## src/rtl/single_bin_corr_ctrl.sv

```systemverilog
// ---------------------------------------------------------------------------
// SingleBinCorrCtrl -- capture controller for a single-bin cross-correlator.
//
// On arm the block latches the accumulation length and frame budget, restarts
// the correlator, throws away the first (partial) accumulation, and then
// copies each following correlator result into a one-deep output register
// with a valid/ready handshake. Results that arrive while the output register
// is still full and not being drained are dropped and counted as overruns.
// Capture ends when the frame budget is used up (num_frames != 0) or on stop.
// The controller then waits for the output register to empty, pulses done and
// returns to idle.
//
// Optional feature macro: SINGLE_BIN_CORR_CTRL_OVERRUN_CNT_EN
//   defined   : overrun_cnt counts dropped frames (saturating)
//   undefined : overrun_cnt is tied to 0, no counter is built
//
// Ports
//   clk, rst                      clock, asynchronous active-high reset
//   arm, stop                     one-cycle start / abort pulses
//   num_frames                    frames to capture, 0 = continuous
//   acc_len_cfg / acc_len         requested / applied accumulation length
//   corr_rst                      one-cycle correlator restart pulse
//   aa, bb, ab_re, ab_im          correlator result words
//   corr_valid                    correlator result strobe
//   m_aa, m_bb, m_ab_re, m_ab_im  captured frame
//   m_valid, m_ready              output handshake
//   frame_cnt, overrun_cnt        saturating capture / drop counters
//   busy, done                    activity flag, end-of-capture pulse
// ---------------------------------------------------------------------------
module single_bin_corr_ctrl #(
    parameter int DOUT_WIDTH = 32,
    parameter int CNT_WIDTH  = 16
) (
    input  logic                  clk,
    input  logic                  rst,
    input  logic                  arm,
    input  logic                  stop,
    input  logic [CNT_WIDTH-1:0]  num_frames,
    input  logic [31:0]           acc_len_cfg,
    output logic [31:0]           acc_len,
    output logic                  corr_rst,
    input  logic [DOUT_WIDTH-1:0] aa,
    input  logic [DOUT_WIDTH-1:0] bb,
    input  logic [DOUT_WIDTH-1:0] ab_re,
    input  logic [DOUT_WIDTH-1:0] ab_im,
    input  logic                  corr_valid,
    output logic [DOUT_WIDTH-1:0] m_aa,
    output logic [DOUT_WIDTH-1:0] m_bb,
    output logic [DOUT_WIDTH-1:0] m_ab_re,
    output logic [DOUT_WIDTH-1:0] m_ab_im,
    output logic                  m_valid,
    input  logic                  m_ready,
    output logic [CNT_WIDTH-1:0]  frame_cnt,
    output logic [CNT_WIDTH-1:0]  overrun_cnt,
    output logic                  busy,
    output logic                  done
);

    typedef enum logic [2:0] {
        IDLE,
        FLUSH,
        DISCARD,
        RUN,
        DRAIN
    } state_e;

    state_e                  state_q, state_d;
    logic [31:0]             accLen_q, accLen_d;
    logic [CNT_WIDTH-1:0]    numFrames_q, numFrames_d;
    logic [CNT_WIDTH-1:0]    frameCnt_q, frameCnt_d;
    logic                    mValid_q, mValid_d;
    logic [DOUT_WIDTH-1:0]   mAa_q, mBb_q, mAbRe_q, mAbIm_q;
    logic                    load;
    logic                    clearCnt;

    // Next-state and control decode. A frame is loaded when the output
    // register is empty or is being emptied in this very cycle, so a
    // back-to-back stream with m_ready high never loses a frame. The frame
    // budget is checked against the post-load count so the FSM leaves RUN on
    // the same edge that captures the last frame.
    always_comb begin
        state_d     = state_q;
        accLen_d    = accLen_q;
        numFrames_d = numFrames_q;
        frameCnt_d  = frameCnt_q;
        load        = 1'b0;
        clearCnt    = 1'b0;
        corr_rst    = 1'b0;
        done        = 1'b0;

        case (state_q)
            IDLE: begin
                if (arm) begin
                    accLen_d    = acc_len_cfg;
                    numFrames_d = num_frames;
                    frameCnt_d  = '0;
                    clearCnt    = 1'b1;
                    state_d     = FLUSH;
                end
            end
            FLUSH: begin
                corr_rst = 1'b1;
                state_d  = stop ? DRAIN : DISCARD;
            end
            DISCARD: begin
                if (stop) begin
                    state_d = DRAIN;
                end else if (corr_valid) begin
                    state_d = RUN;
                end
            end
            RUN: begin
                if (corr_valid && (!mValid_q || m_ready)) begin
                    load = 1'b1;
                    if (frameCnt_q != '1) begin
                        frameCnt_d = frameCnt_q + CNT_WIDTH'(1);
                    end
                end
                if (stop) begin
                    state_d = DRAIN;
                end else if ((numFrames_q != '0) && (frameCnt_d == numFrames_q)) begin
                    state_d = DRAIN;
                end
            end
            DRAIN: begin
                if (!mValid_q) begin
                    done    = 1'b1;
                    state_d = IDLE;
                end
            end
            default: state_d = IDLE;
        endcase
    end

    // Output register occupancy: a load always wins over a drain.
    always_comb begin
        mValid_d = mValid_q;
        if (mValid_q && m_ready) begin
            mValid_d = 1'b0;
        end
        if (load) begin
            mValid_d = 1'b1;
        end
    end

    // State, configuration and counter registers.
    always_ff @(posedge clk or posedge rst) begin
        if (rst) begin
            state_q     <= IDLE;
            accLen_q    <= '0;
            numFrames_q <= '0;
            frameCnt_q  <= '0;
            mValid_q    <= 1'b0;
        end else begin
            state_q     <= state_d;
            accLen_q    <= accLen_d;
            numFrames_q <= numFrames_d;
            frameCnt_q  <= frameCnt_d;
            mValid_q    <= mValid_d;
        end
    end

    // Captured frame: plain copies of the correlator words, held between loads.
    always_ff @(posedge clk or posedge rst) begin
        if (rst) begin
            mAa_q   <= '0;
            mBb_q   <= '0;
            mAbRe_q <= '0;
            mAbIm_q <= '0;
        end else if (load) begin
            mAa_q   <= aa;
            mBb_q   <= bb;
            mAbRe_q <= ab_re;
            mAbIm_q <= ab_im;
        end
    end

`ifdef SINGLE_BIN_CORR_CTRL_OVERRUN_CNT_EN
    logic                 drop;
    logic [CNT_WIDTH-1:0] overrunCnt_q;

    // A frame is dropped when it arrives in RUN while the held frame is not
    // being taken; this mirrors the load condition above.
    assign drop = (state_q == RUN) && corr_valid && mValid_q && !m_ready;

    // Saturating overrun counter, cleared on arm.
    always_ff @(posedge clk or posedge rst) begin
        if (rst) begin
            overrunCnt_q <= '0;
        end else if (clearCnt) begin
            overrunCnt_q <= '0;
        end else if (drop && (overrunCnt_q != '1)) begin
            overrunCnt_q <= overrunCnt_q + CNT_WIDTH'(1);
        end
    end

    assign overrun_cnt = overrunCnt_q;
`else
    logic unusedClearCnt;

    assign unusedClearCnt = clearCnt;
    assign overrun_cnt    = '0;
`endif

    assign acc_len   = accLen_q;
    assign frame_cnt = frameCnt_q;
    assign m_valid   = mValid_q;
    assign m_aa      = mAa_q;
    assign m_bb      = mBb_q;
    assign m_ab_re   = mAbRe_q;
    assign m_ab_im   = mAbIm_q;
    assign busy      = (state_q != IDLE);

endmodule

```

## config.mk

```make
export PLATFORM = sky130hd
export DESIGN_NAME = single_bin_corr_ctrl
export DESIGN_NICKNAME = d
export VERILOG_FILES = /design/src/rtl/single_bin_corr_ctrl.sv
export SDC_FILE = /design/constraint.sdc
export NUM_CORES = 1
export LEC_CHECK = 0
export CAP_MARGIN = 10
export CORE_AREA = 2 2 146 148
export CTS_BUF_LIST = sky130_fd_sc_hd__clkbuf_8
export DETAILED_ROUTE_END_ITERATION = 8
export DIE_AREA = 0 0 148 150
export PLACE_DENSITY = 0.75
export SYNTH_ARGS = -nofsm -noshare
export SYNTH_HDL_FRONTEND = slang
export SYNTH_SLANG_ARGS = --single-unit
```

## constraint.sdc

```tcl
create_clock -name clk -period 9.7 [get_ports clk]
set_clock_uncertainty 0.2 [all_clocks]
set_input_delay 2.91 -clock clk [delete_from_list [all_inputs] [get_ports clk]]
set_output_delay 2.91 -clock clk [all_outputs]
set_load 0.01 [all_outputs]
```

==> results of run 1 <==
## stage by stage
step,cells,power [uW]
after floorplan,607,2016
final,1238,3391
after detailed placement,1203,2889
after global placement,1203,2862
after CTS,1235,3440
after global routing,1238,3585
## cells by family (layout without fill, tap and decap cells)
family / Yosys count / in the layout / synth area share, %
compound gates: 50 / 50 / 4.016
xor+xnor: 21 / 21 / 2.236
fa+ha+maj: 1 / 1 / 0.1521
buf+inv: 45 / 398 / 2.829
flops: 196 / 196 / 59.63
mux: 180 / 180 / 24.58
other cells: 1 / 19 / 0.04559
simple gates: 98 / 98 / 6.511
## flip-flops by register name (all words and copies together), names as in the netlist
name	flops
m_bb	32
m_aa	32
m_valid	1
acc_len	32
frame_cnt	16
state_q	3
numFrames_q	16
m_ab_re	32
m_ab_im	32
## cell type report
type,count,area [sq um]
Sequential cell,196,4905
Fill cell,1717,8223
Clock buffer,17,234.0
Clock inverter,15,166.4
Antenna cell,3,7.507
Timing Repair Buffer,364,3636
Multi-Input combinational cell,366,3159
Inverter,2,15.01
Tap cell,275,344.1
## power by group through the flow
stage | clock network [uW] | registers [uW] | logic (uW)
finish | 536 | 1360 | 1490
global route | 588 | 1410 | 1580
CTS | 558 | 1370 | 1510
detailed placement | 0 | 1380 | 1510
global placement | 0 | 1370 | 1490
floorplan | 0 | 1500 | 512
## synth_stat cells, drive strengths merged (5+ instances only)
| master | instances |
|---|---|
| buf | 23 |
| nor3 | 10 |
| a31oi | 6 |
| mux2 | 176 |
| o21ai | 17 |
| nand2 | 21 |
| and3 | 6 |
| nand3 | 8 |
| nor2 | 20 |
| a21oi | 8 |
| dfrtp | 196 |
| xnor2 | 12 |
| and4 | 6 |
| nand4 | 7 |
| nor4 | 5 |
| xor2 | 9 |
| clkbuf | 20 |
## worst reg2reg max path, stage by stage (launching register included)
cell and delay (ns):
dfrtp_1 0.46, ha_1 0.30, nand4_1 0.23, nor4_4 0.08
nor2b_1 0.67, nand3_1 0.24, or3_1 0.43, a221oi_2 0.22
nand4_1 0.19, a22o_1 0.25
## final timing paths
| check | to | slack (ns) | startpoint |
|---|---|---|---|
| min in group asynchronous | m_ab_re[5]$_DFFE_PP0P_ | 2.80 | rst |
| max in group asynchronous | m_bb[20]$_DFFE_PP0P_ | 4.90 | rst |
| worst max register to register | state_q[0]$_DFFE_PP0P_ | 6.34 | frame_cnt[0]$_DFFE_PP0P_ |
| worst max-delay path | state_q[0]$_DFFE_PP0P_ | 4.11 | m_ready |
| worst min register to register | m_ab_re[14]$_DFFE_PP0P_ | 0.31 | m_ab_re[14]$_DFFE_PP0P_ |
| worst min-delay path | m_ab_re[14]$_DFFE_PP0P_ | 0.31 | m_ab_re[14]$_DFFE_PP0P_ |
## routing by layer
layer	track usage, %	share of wire (%)	wire (um)	up-vias
met5	0	0	0	-
met4	7.143	2.1	470	0
met3	7.805	8.8	1954	31
met2	33.47	51	11480	226
met1	22.99	38	8385	2952
li1	-	-	-	2800
==> metrics.yaml, run 1 <==
pwr:
  peakVddDrop_mv: 0.1401
  switching_share_pct: 31.74
  pwr-share-seq_pct: 40.2
  power.density_mw_per_mm2: 272.0
  clkPwrFrac_pct: 15.8
  power_switching_uw: 1076
  intPower_uw: 2315
  p_leak_uw: 0.005314
  combPwrFrac_pct: 43.9
critical_path:
  required_ns: 9.87
  reg2reg_depth: 9
  path_delay_family: "simple AND/OR/NAND/NOR gates"
  critPathArrivalTime_ns: 5.76
  cp_slowest_cell: "nor2b_1"
  path_cells: "clkdlybuf4s50_1, nand2b_1, and2_1, nor2b_1, nand3_1, or3_1, a221oi_2, nand4_1, a22o_1"
  path_depth: 9
  endpoint_kind: "register"
  crit_fanout: 13
  worstSetupPathType: "primary input to register"
  slowest_delay_ns: 0.71
  path_buf_inv: 1
  start_kind: "primary input"
final_layout:
  layout_common_cells: "clkdlybuf4s50_1, dfrtp_1, mux2_2"
  drive_gt1_share_pct: 22.81
  mostFrequentLayoutCell: "clkdlybuf4s50_1"
  syn2layout_area_growth_pct: 51.57
  design_area_sq_mm: 0.01247
  finish.utilization_pct: 60.26
  fin_nets: 1130
clocking:
  cts_buffers: 17
  htreeDepth: 4
  clock_latency_ns: 0.46
  cts_buffer_depth: 2
  post_cts_buffers: 0
  cts.clk_slew.worst_paths_ns: 0.12
  cts_tree: "done"
  clock-sinks: 196
  cts_resized: 0
  cts_root_buf: "clkbuf_8"
  cts_hold_buf: 0
place:
  port_buffers: 361
  hpwl_um: 16800
  place_congestion: 0.9010
  place_area_sq_mm: 0.01206
  dp_slack_ns: 3.633
yosys:
  async_flop_share_pct: 100.0
  ys_ff_latch: 196
  synth_cell_type_count: 51
  yosysWarningCount: 0
  postSynthAreaPerCell_sq_um: 13.89
  syn_area_sq_mm: 0.008225
  ys_top_cells_by_area: "dfrtp_1, mux2_2, buf_4, xnor2_1, o21ai_0"
  synth_largest_area_cell: "dfrtp_1"
  ys.flop_type: "dfrtp_1"
  synthesis.instances: 592
  synth_top_area_share_pct: 59.63
  yosysSeqAreaShare_pct: 59.63
  synth_edf_count: 0
floorplan:
  initial_core_util_pct: 39.76
  dieWidth_um: 148
  dieHeight_um: 150
  ios: 378
  dieArea_sq_mm: 0.02220
  placementRows: 53
  core_area_sq_mm: 0.02069
sta:
  period_minus_slack_ns: 5.590
  fmax_mhz: 178.9
  rsz0062_at_grt: "false"
  maxSlewViolCount: 0
  hold_viol_final: 0
  hold_ws_ns: 0.3111
  tightest_slew_ns: 1.008
  min_period_over_period_pct: 57.63
  totalNegativeSetupSlack_ns: 0
  setup_violations: 0
  slew_headroom_pct: 32.77
  fin_ws_ns: 4.110
route:
  drc_errors: 0
  drt_pass1_iterations: 4
  ant_nets: 0
  vias: 6009
  wirelength_um: 22290
  vias_per_cell: 4.854
  wl_per_cell_um: 18.00
  dr.first_iter.drc_count: 260
global_routing:
  grt_pass1_wl_um: 33840
  grt_usage_pct: 19.84
  grt_pass1_vias: 6054
  antenna_found_initial: 3
  grt_overflow: 0
  grt_max_degree: 120
hold_path:
  hp-class: "register to register"
  holdPathStages: 1
run_status:
  status: "finished, final reports clean"
job:
  drv_cap: 0
(Power assumes the default switching activity.)
==> inputs of run 2 (changes only) <==
--- a/config.mk
+++ b/config.mk
@@ -6,11 +6,10 @@
 export NUM_CORES = 1
 export LEC_CHECK = 0
 export CAP_MARGIN = 10
-export CORE_AREA = 2 2 146 148
+export CORE_UTILIZATION = 39
 export CTS_BUF_LIST = sky130_fd_sc_hd__clkbuf_8
 export DETAILED_ROUTE_END_ITERATION = 8
-export DIE_AREA = 0 0 148 150
-export PLACE_DENSITY = 0.75
+export PLACE_DENSITY = 0.76
 export SYNTH_ARGS = -nofsm -noshare
 export SYNTH_HDL_FRONTEND = slang
 export SYNTH_SLANG_ARGS = --single-unit
==> constraint.sdc (replaced) <==
create_clock -name clk -period 5 [get_ports clk]
set_clock_uncertainty 0.2 [all_clocks]
set_input_delay 1.5 -clock clk [delete_from_list [all_inputs] [get_ports clk]]
set_output_delay 1.5 -clock clk [all_outputs]
set_load 0.01 [all_outputs]
==> run 2 against run 1 <==
  * Utilization is 0.87 points higher
  * First-iteration DRC count increased by 6.2%
  * Die area fell by 2.4%
  * Highest routed layer unchanged
  * Critical path depth unchanged
  * Combinational power up 95%
  * Clock-buffer cell count stayed put
  * Cell area is 0.17% higher
  * Global-route usage increased by 1.5 points
==> metrics.yaml, run 2 (same netlist as run 1, synthesis figures left out) <==
floorplan:
  initial_core_util_pct: 40.26  # +0.51 points
  dieArea_sq_mm: 0.02168  # -2.4%
  placementRows: 52  # -1.9%
  ios: 378  # unchanged
  dieWidth_um: 147.2  # -0.52%
  dieHeight_um: 147.2  # -1.9%
  core_area_sq_mm: 0.02043  # -1.3%
critical_path:
  cp_slowest_cell: "clkdlybuf4s50_1"
  path_delay_family: "simple AND/OR/NAND/NOR gates"
  path_cells: "clkdlybuf4s50_1, nand2b_1, and2_1, nor2b_1, nand3_1, or3_1, a221oi_2, nand4_1, a22o_1"
  critPathArrivalTime_ns: 4.01  # -1.75 ns
  start_kind: "primary input"
  reg2reg_depth: 9  # unchanged
  endpoint_kind: "register"
  slowest_delay_ns: 0.46  # -0.25 ns
  rr_startpoint: "frame_cnt[0]$_DFFE_PP0P_"
  crit_fanout: 5  # -8
  worstSetupPathType: "primary input to register"
  required_ns: 5.15  # -4.72 ns
  crit_start: "m_ready"
  path_buf_inv: 1  # unchanged
  rrSetupSlack_ns: 1.88  # -4.46 ns
  reg2reg_to: "state_q[0]$_DFFE_PP0P_"
clocking:
  clock_latency_ns: 0.46  # about the same
  htreeDepth: 4  # unchanged
  post_cts_buffers: 0  # unchanged
  cts.clk_slew.worst_paths_ns: 0.10  # -0.02 ns
  cts_tree: "done"
  clock-sinks: 196  # unchanged
  cts_resized: 0  # unchanged
  cts_buffers: 17  # unchanged
  cts_hold_buf: 0  # unchanged
  cts_buffer_depth: 2  # unchanged
  cts_root_buf: "clkbuf_8"
sta:
  tightest_slew_ns: 0.8623  # -0.1461 ns
  maxSlewViolCount: 0  # unchanged
  slew_headroom_pct: 42.30  # +9.5 points
  hold_ws_ns: 0.3117  # +0.0005820 ns
  fmax_mhz: 259.6
  period_minus_slack_ns: 3.852
  rsz0062_at_grt: "false"
  min_period_over_period_pct: 77.03
  fin_ws_ns: 1.148  # -2.962 ns
  hold_viol_final: 0  # unchanged
  setup_violations: 0  # unchanged
  totalNegativeSetupSlack_ns: 0  # unchanged
route:
  wirelength_um: 22480  # +0.87%
  ant_nets: 0  # unchanged
  drt_pass1_iterations: 4  # unchanged
  dr.first_iter.drc_count: 276  # +6.2%
  wl_per_cell_um: 18.23  # +1.3%
  vias_per_cell: 4.884  # +0.62%
  vias: 6022  # +0.22%
  drc_errors: 0  # unchanged
global_routing:
  grt_pass1_wl_um: 35480  # +4.9%
  grt_overflow: 0  # unchanged
  grt_usage_pct: 21.33  # +1.5 points
  antenna_found_initial: 1  # -2
  grt_max_degree: 99  # -18%
  grt_pass1_vias: 6461  # +6.7%
final_layout:
  drive_gt1_share_pct: 23.08  # +0.26 points
  final_cells: 1233  # -0.40%
  mostFrequentLayoutCell: "clkdlybuf4s50_1"
  layout_common_cells: "clkdlybuf4s50_1, dfrtp_1, mux2_2"
  fin_nets: 1133  # +0.27%
  syn2layout_area_growth_pct: 51.83
  num-fill-cells: 1672  # -2.6%
pwr:
  p_leak_uw: 0.005324  # +0.19%
  peakVddDrop_mv: 0.2659  # +90%
  power.density_mw_per_mm2: 524.1  # +93%
place:
  hpwl_um: 16990  # +1.2%
  placed_cells: 1201  # -0.17%
  place_congestion: 0.9182  # +1.9%
  port_buffers: 361  # unchanged
  dp_slack_ns: 0.6923  # -2.941 ns
hold_path:
  hp-class: "register to register"
  min_from: "m_ab_im[25]$_DFFE_PP0P_"
  worstHoldEndpoint: "m_ab_im[25]$_DFFE_PP0P_"
  holdPathStages: 1  # unchanged
job:
  drv_cap: 0  # unchanged
run_status:
  status: "finished, final reports clean"
-- run 2: metrics by stage --
step                utilization, %  area (sq um)  total power [uW]
floorplan                        -          8285              3912
global placement             59.27         12110              5570
detailed placement           59.27         12110              5626
CTS                          61.12         12490              6642
global route                 61.13         12490              6918
finish                       61.13         12490              6545
-- run 2: where the power goes --
group | internal (uW) | switching [uW]
clock network | 370 | 611
logic | 1820 | 1090
registers | 2260 | 397
-- run 2: final cells by class --
| class | count | area (sq um) | share of cell area [%] |
|---|---|---|---|
| multi-input combinational | 366 | 3159 | 25.30 |
| sequential | 196 | 4905 | 39.27 |
| antenna | 1 | 2.502 | 0.02004 |
| tap | 270 | 337.8 | 2.705 |
| clock inverter | 14 | 142.6 | 1.142 |
| inverter | 2 | 11.26 | 0.09017 |
| timing repair buffer | 367 | 3696 | 29.60 |
| clock buffer | 17 | 234.0 | 1.874 |
-- run 2: metal layers --
layer	vias to the layer above	global-route usage (%)	part of all wire, %
li1	2788	-	-
met1	2992	24.98	39
met2	214	36.65	52
met3	28	6.708	6.9
met4	0	7.680	2.1
met5	-	0	0
-- run 2: worst register-to-register path: stages (launching register included) --
cell and delay (ns):
dfrtp_1 0.45, ha_1 0.31, and4_1 0.27, and3_1 0.29, nand4_1 0.20, mux2i_1 0.18
xnor2_1 0.14, a2111oi_0 0.42, nand4_1 0.29, a22o_1 0.27
-- run 2: how the worst max path moves through the flow --
stage	end	slack (ns)	cells past startpoint
after floorplan	acc_len[0]$_DFFE_PP0P_	0.77	1
after global placement	state_q[0]$_DFFE_PP0P_	0.74	9
after detailed placement	state_q[0]$_DFFE_PP0P_	0.69	9
after CTS	state_q[0]$_DFFE_PP0P_	1.21	9
after global routing	state_q[0]$_DFFE_PP0P_	1.00	9
final	state_q[0]$_DFFE_PP0P_	1.15	9
==> inputs of run 3 (changes only) <==
--- a/config.mk
+++ b/config.mk
@@ -6,10 +6,11 @@
 export NUM_CORES = 1
 export LEC_CHECK = 0
 export CAP_MARGIN = 10
-export CORE_UTILIZATION = 39
+export CORE_AREA = 2 2 146 148
 export CTS_BUF_LIST = sky130_fd_sc_hd__clkbuf_8
 export DETAILED_ROUTE_END_ITERATION = 8
-export PLACE_DENSITY = 0.76
+export DIE_AREA = 0 0 148 150
+export PLACE_DENSITY = 0.75
 export SYNTH_ARGS = -nofsm -noshare
 export SYNTH_HDL_FRONTEND = slang
 export SYNTH_SLANG_ARGS = --single-unit
==> constraint.sdc (replaced) <==
create_clock -name clk -period 3.65 [get_ports clk]
set_clock_uncertainty 0.2 [all_clocks]
set_input_delay 1.095 -clock clk [delete_from_list [all_inputs] [get_ports clk]]
set_output_delay 1.095 -clock clk [all_outputs]
set_load 0.01 [all_outputs]
==> run 3 against run 2 <==
  * Sequential power is 37% higher
  * Cell count increased by 1.8%
  * Power is 38% higher
  * Flip-flop and latch count stayed put
  * Critical endpoint is now busy
  * Largest cell class unchanged
  * Largest power group unchanged
==> metrics.yaml, run 3 (same netlist as run 1, synthesis figures left out) <==
run_status:
  status: "finished, final reports clean"
critical_path:
  crit_path_end: "busy"
  start_kind: "register"
  required_ns: 2.35  # -2.80 ns
  endpoint_kind: "primary output"
  reg2reg_to: "state_q[0]$_DFFE_PP0P_"
  rrSetupSlack_ns: 0.53  # -1.35 ns
  rr_startpoint: "frame_cnt[0]$_DFFE_PP0P_"
  critPathArrivalTime_ns: 1.98  # -2.03 ns
  crit_fanout: 10  # +5
  worstSetupPathType: "register to primary output"
  crit_start: "state_q[2]$_DFFE_PP0P_"
  reg2reg_depth: 10  # +1
sta:
  maxSlewViolCount: 0  # unchanged
  fmax_mhz: 305.1
  slew_headroom_pct: 58.33  # +16 points
  rsz0062_at_grt: "false"
  period_minus_slack_ns: 3.278
  hold_viol_final: 0  # unchanged
  tightest_slew_ns: 0.6166  # -0.2457 ns
  min_period_over_period_pct: 89.81
  setup_violations: 0  # unchanged
  fin_ws_ns: 0.3721  # -0.7764 ns
floorplan:
  ios: 378  # unchanged
  initial_core_util_pct: 39.76  # -0.51 points
  core_area_sq_mm: 0.02069  # +1.3%
  dieHeight_um: 150  # +1.9%
  placementRows: 53  # +1.9%
  dieWidth_um: 148  # +0.53%
  dieArea_sq_mm: 0.02220  # +2.4%
final_layout:
  drive_gt1_share_pct: 24.31  # +1.2 points
  fin_nets: 1149  # +1.4%
  syn2layout_area_growth_pct: 53.73
  final_cells: 1255  # +1.8%
  layout_common_cells: "clkdlybuf4s50_1, dfrtp_1, mux2_2"
  mostFrequentLayoutCell: "clkdlybuf4s50_1"
clocking:
  cts_hold_buf: 0  # unchanged
  cts_buffers: 17  # unchanged
  cts_buffer_depth: 2  # unchanged
  clock_latency_ns: 0.46  # about the same
  htreeDepth: 4  # unchanged
  cts.clk_slew.worst_paths_ns: 0.11  # about the same
  cts_tree: "done"
  cts_root_buf: "clkbuf_8"
  post_cts_buffers: 0  # unchanged
  cts_resized: 0  # unchanged
  clock-sinks: 196  # unchanged
global_routing:
  antenna_found_initial: 1  # unchanged
  grt_usage_pct: 20.96  # -0.37 points
  grt_pass1_wl_um: 35770  # +0.82%
  grt_overflow: 0  # unchanged
  grt_max_degree: 83  # -16%
  grt_pass1_vias: 6393  # -1.1%
route:
  wl_per_cell_um: 18.43  # +1.1%
  dr.first_iter.drc_count: 248  # -10%
  ant_nets: 0  # unchanged
  wirelength_um: 23130  # +2.9%
  vias: 6152  # +2.2%
  drt_pass1_iterations: 4  # unchanged
  vias_per_cell: 4.902  # +0.37%
  drc_errors: 0  # unchanged
pwr:
  power_switching_uw: 2909  # +39%
  peakVddDrop_mv: 0.3767  # +42%
  pwr-share-seq_pct: 40.4  # -0.2 points
  p_leak_uw: 0.005409  # +1.6%
  clkPwrFrac_pct: 15.1  # about the same
  switching_share_pct: 32.26  # +0.20 points
  power.density_mw_per_mm2: 713.3  # +36%
  combPwrFrac_pct: 44.5  # about the same
  intPower_uw: 6110  # +37%
job:
  drv_cap: 0  # unchanged
place:
  dp_slack_ns: -0.09403  # -0.7864 ns
  placed_cells: 1222  # +1.7%
  hpwl_um: 17610  # +3.6%
  port_buffers: 361  # unchanged
  place_congestion: 0.8804  # -4.1%
hold_path:
  hp-class: "register to register"
run 3: per-layer routing:
metal,GRT usage (%),wire length (um),vias up
met5,0,0,-
met4,7.381,560,0
met3,7.652,1912,34
met1,24.93,8786,3044
li1,-,-,2834
met2,35.14,11870,240
run 3: worst max-delay path: stages, from the launching register on:
cell and delay (ns):
dfrtp_1 0.49, or3_1 0.49, clkdlybuf4s50_1 0.54
run 3: power groups by stage:
stage | combinational, uW | clock [uW] | sequential, uW
2_1_floorplan | 1360 | 0 | 4000
3_3_place_gp | 4020 | 0 | 3640
3_5_place_dp | 4060 | 0 | 3680
4_1_cts | 4080 | 1410 | 3650
5_1_grt | 4270 | 1510 | 3770
6_report | 4010 | 1360 | 3640
run 3: area by class of cell:
cell class / count / area, sq um
multi-input combinational: 366 / 3159
inverter: 2 / 11.26
antenna: 1 / 2.502
clock inverter: 15 / 147.6
fill: 1682 / 8045
clock buffer: 17 / 234.0
timing repair buffer: 383 / 3841
tap: 275 / 344.1
sequential: 196 / 4905
run 3: worst min-delay path by stage:
stage,from,endpoint,slack (ns),depth (start not counted)
4_1_cts,m_ab_im[11]$_DFFE_PP0P_,m_ab_im[11]$_DFFE_PP0P_,0.32,1
6_report,m_ab_im[11]$_DFFE_PP0P_,m_ab_im[11]$_DFFE_PP0P_,0.31,1
3_3_place_gp,m_ab_im[4]$_DFFE_PP0P_,m_ab_im[4]$_DFFE_PP0P_,0.29,1
2_1_floorplan,numFrames_q[1]$_DFFE_PP0P_,numFrames_q[1]$_DFFE_PP0P_,0.30,1
3_5_place_dp,m_ab_im[11]$_DFFE_PP0P_,m_ab_im[11]$_DFFE_PP0P_,0.29,1
5_1_grt,m_ab_re[20]$_DFFE_PP0P_,m_ab_re[20]$_DFFE_PP0P_,0.33,1
run 3: metrics by stage:
step / total power, uW / setup TNS [ns] / hold slack (ns) / utilization, % / cell area [sq um]
final: 9019 / 0 / 0.3118 / 61.12 / 12640
after global routing: 9541 / 0 / 0.3252 / 61.12 / 12640
after floorplan: 5360 / -34.77 / 0.2999 / - / 8285
after CTS: 9136 / 0 / 0.3162 / 61.10 / 12640
after detailed placement: 7740 / -0.1489 / 0.2915 / 59.26 / 12260
after global placement: 7661 / -0.09452 / 0.2860 / 59.26 / 12260
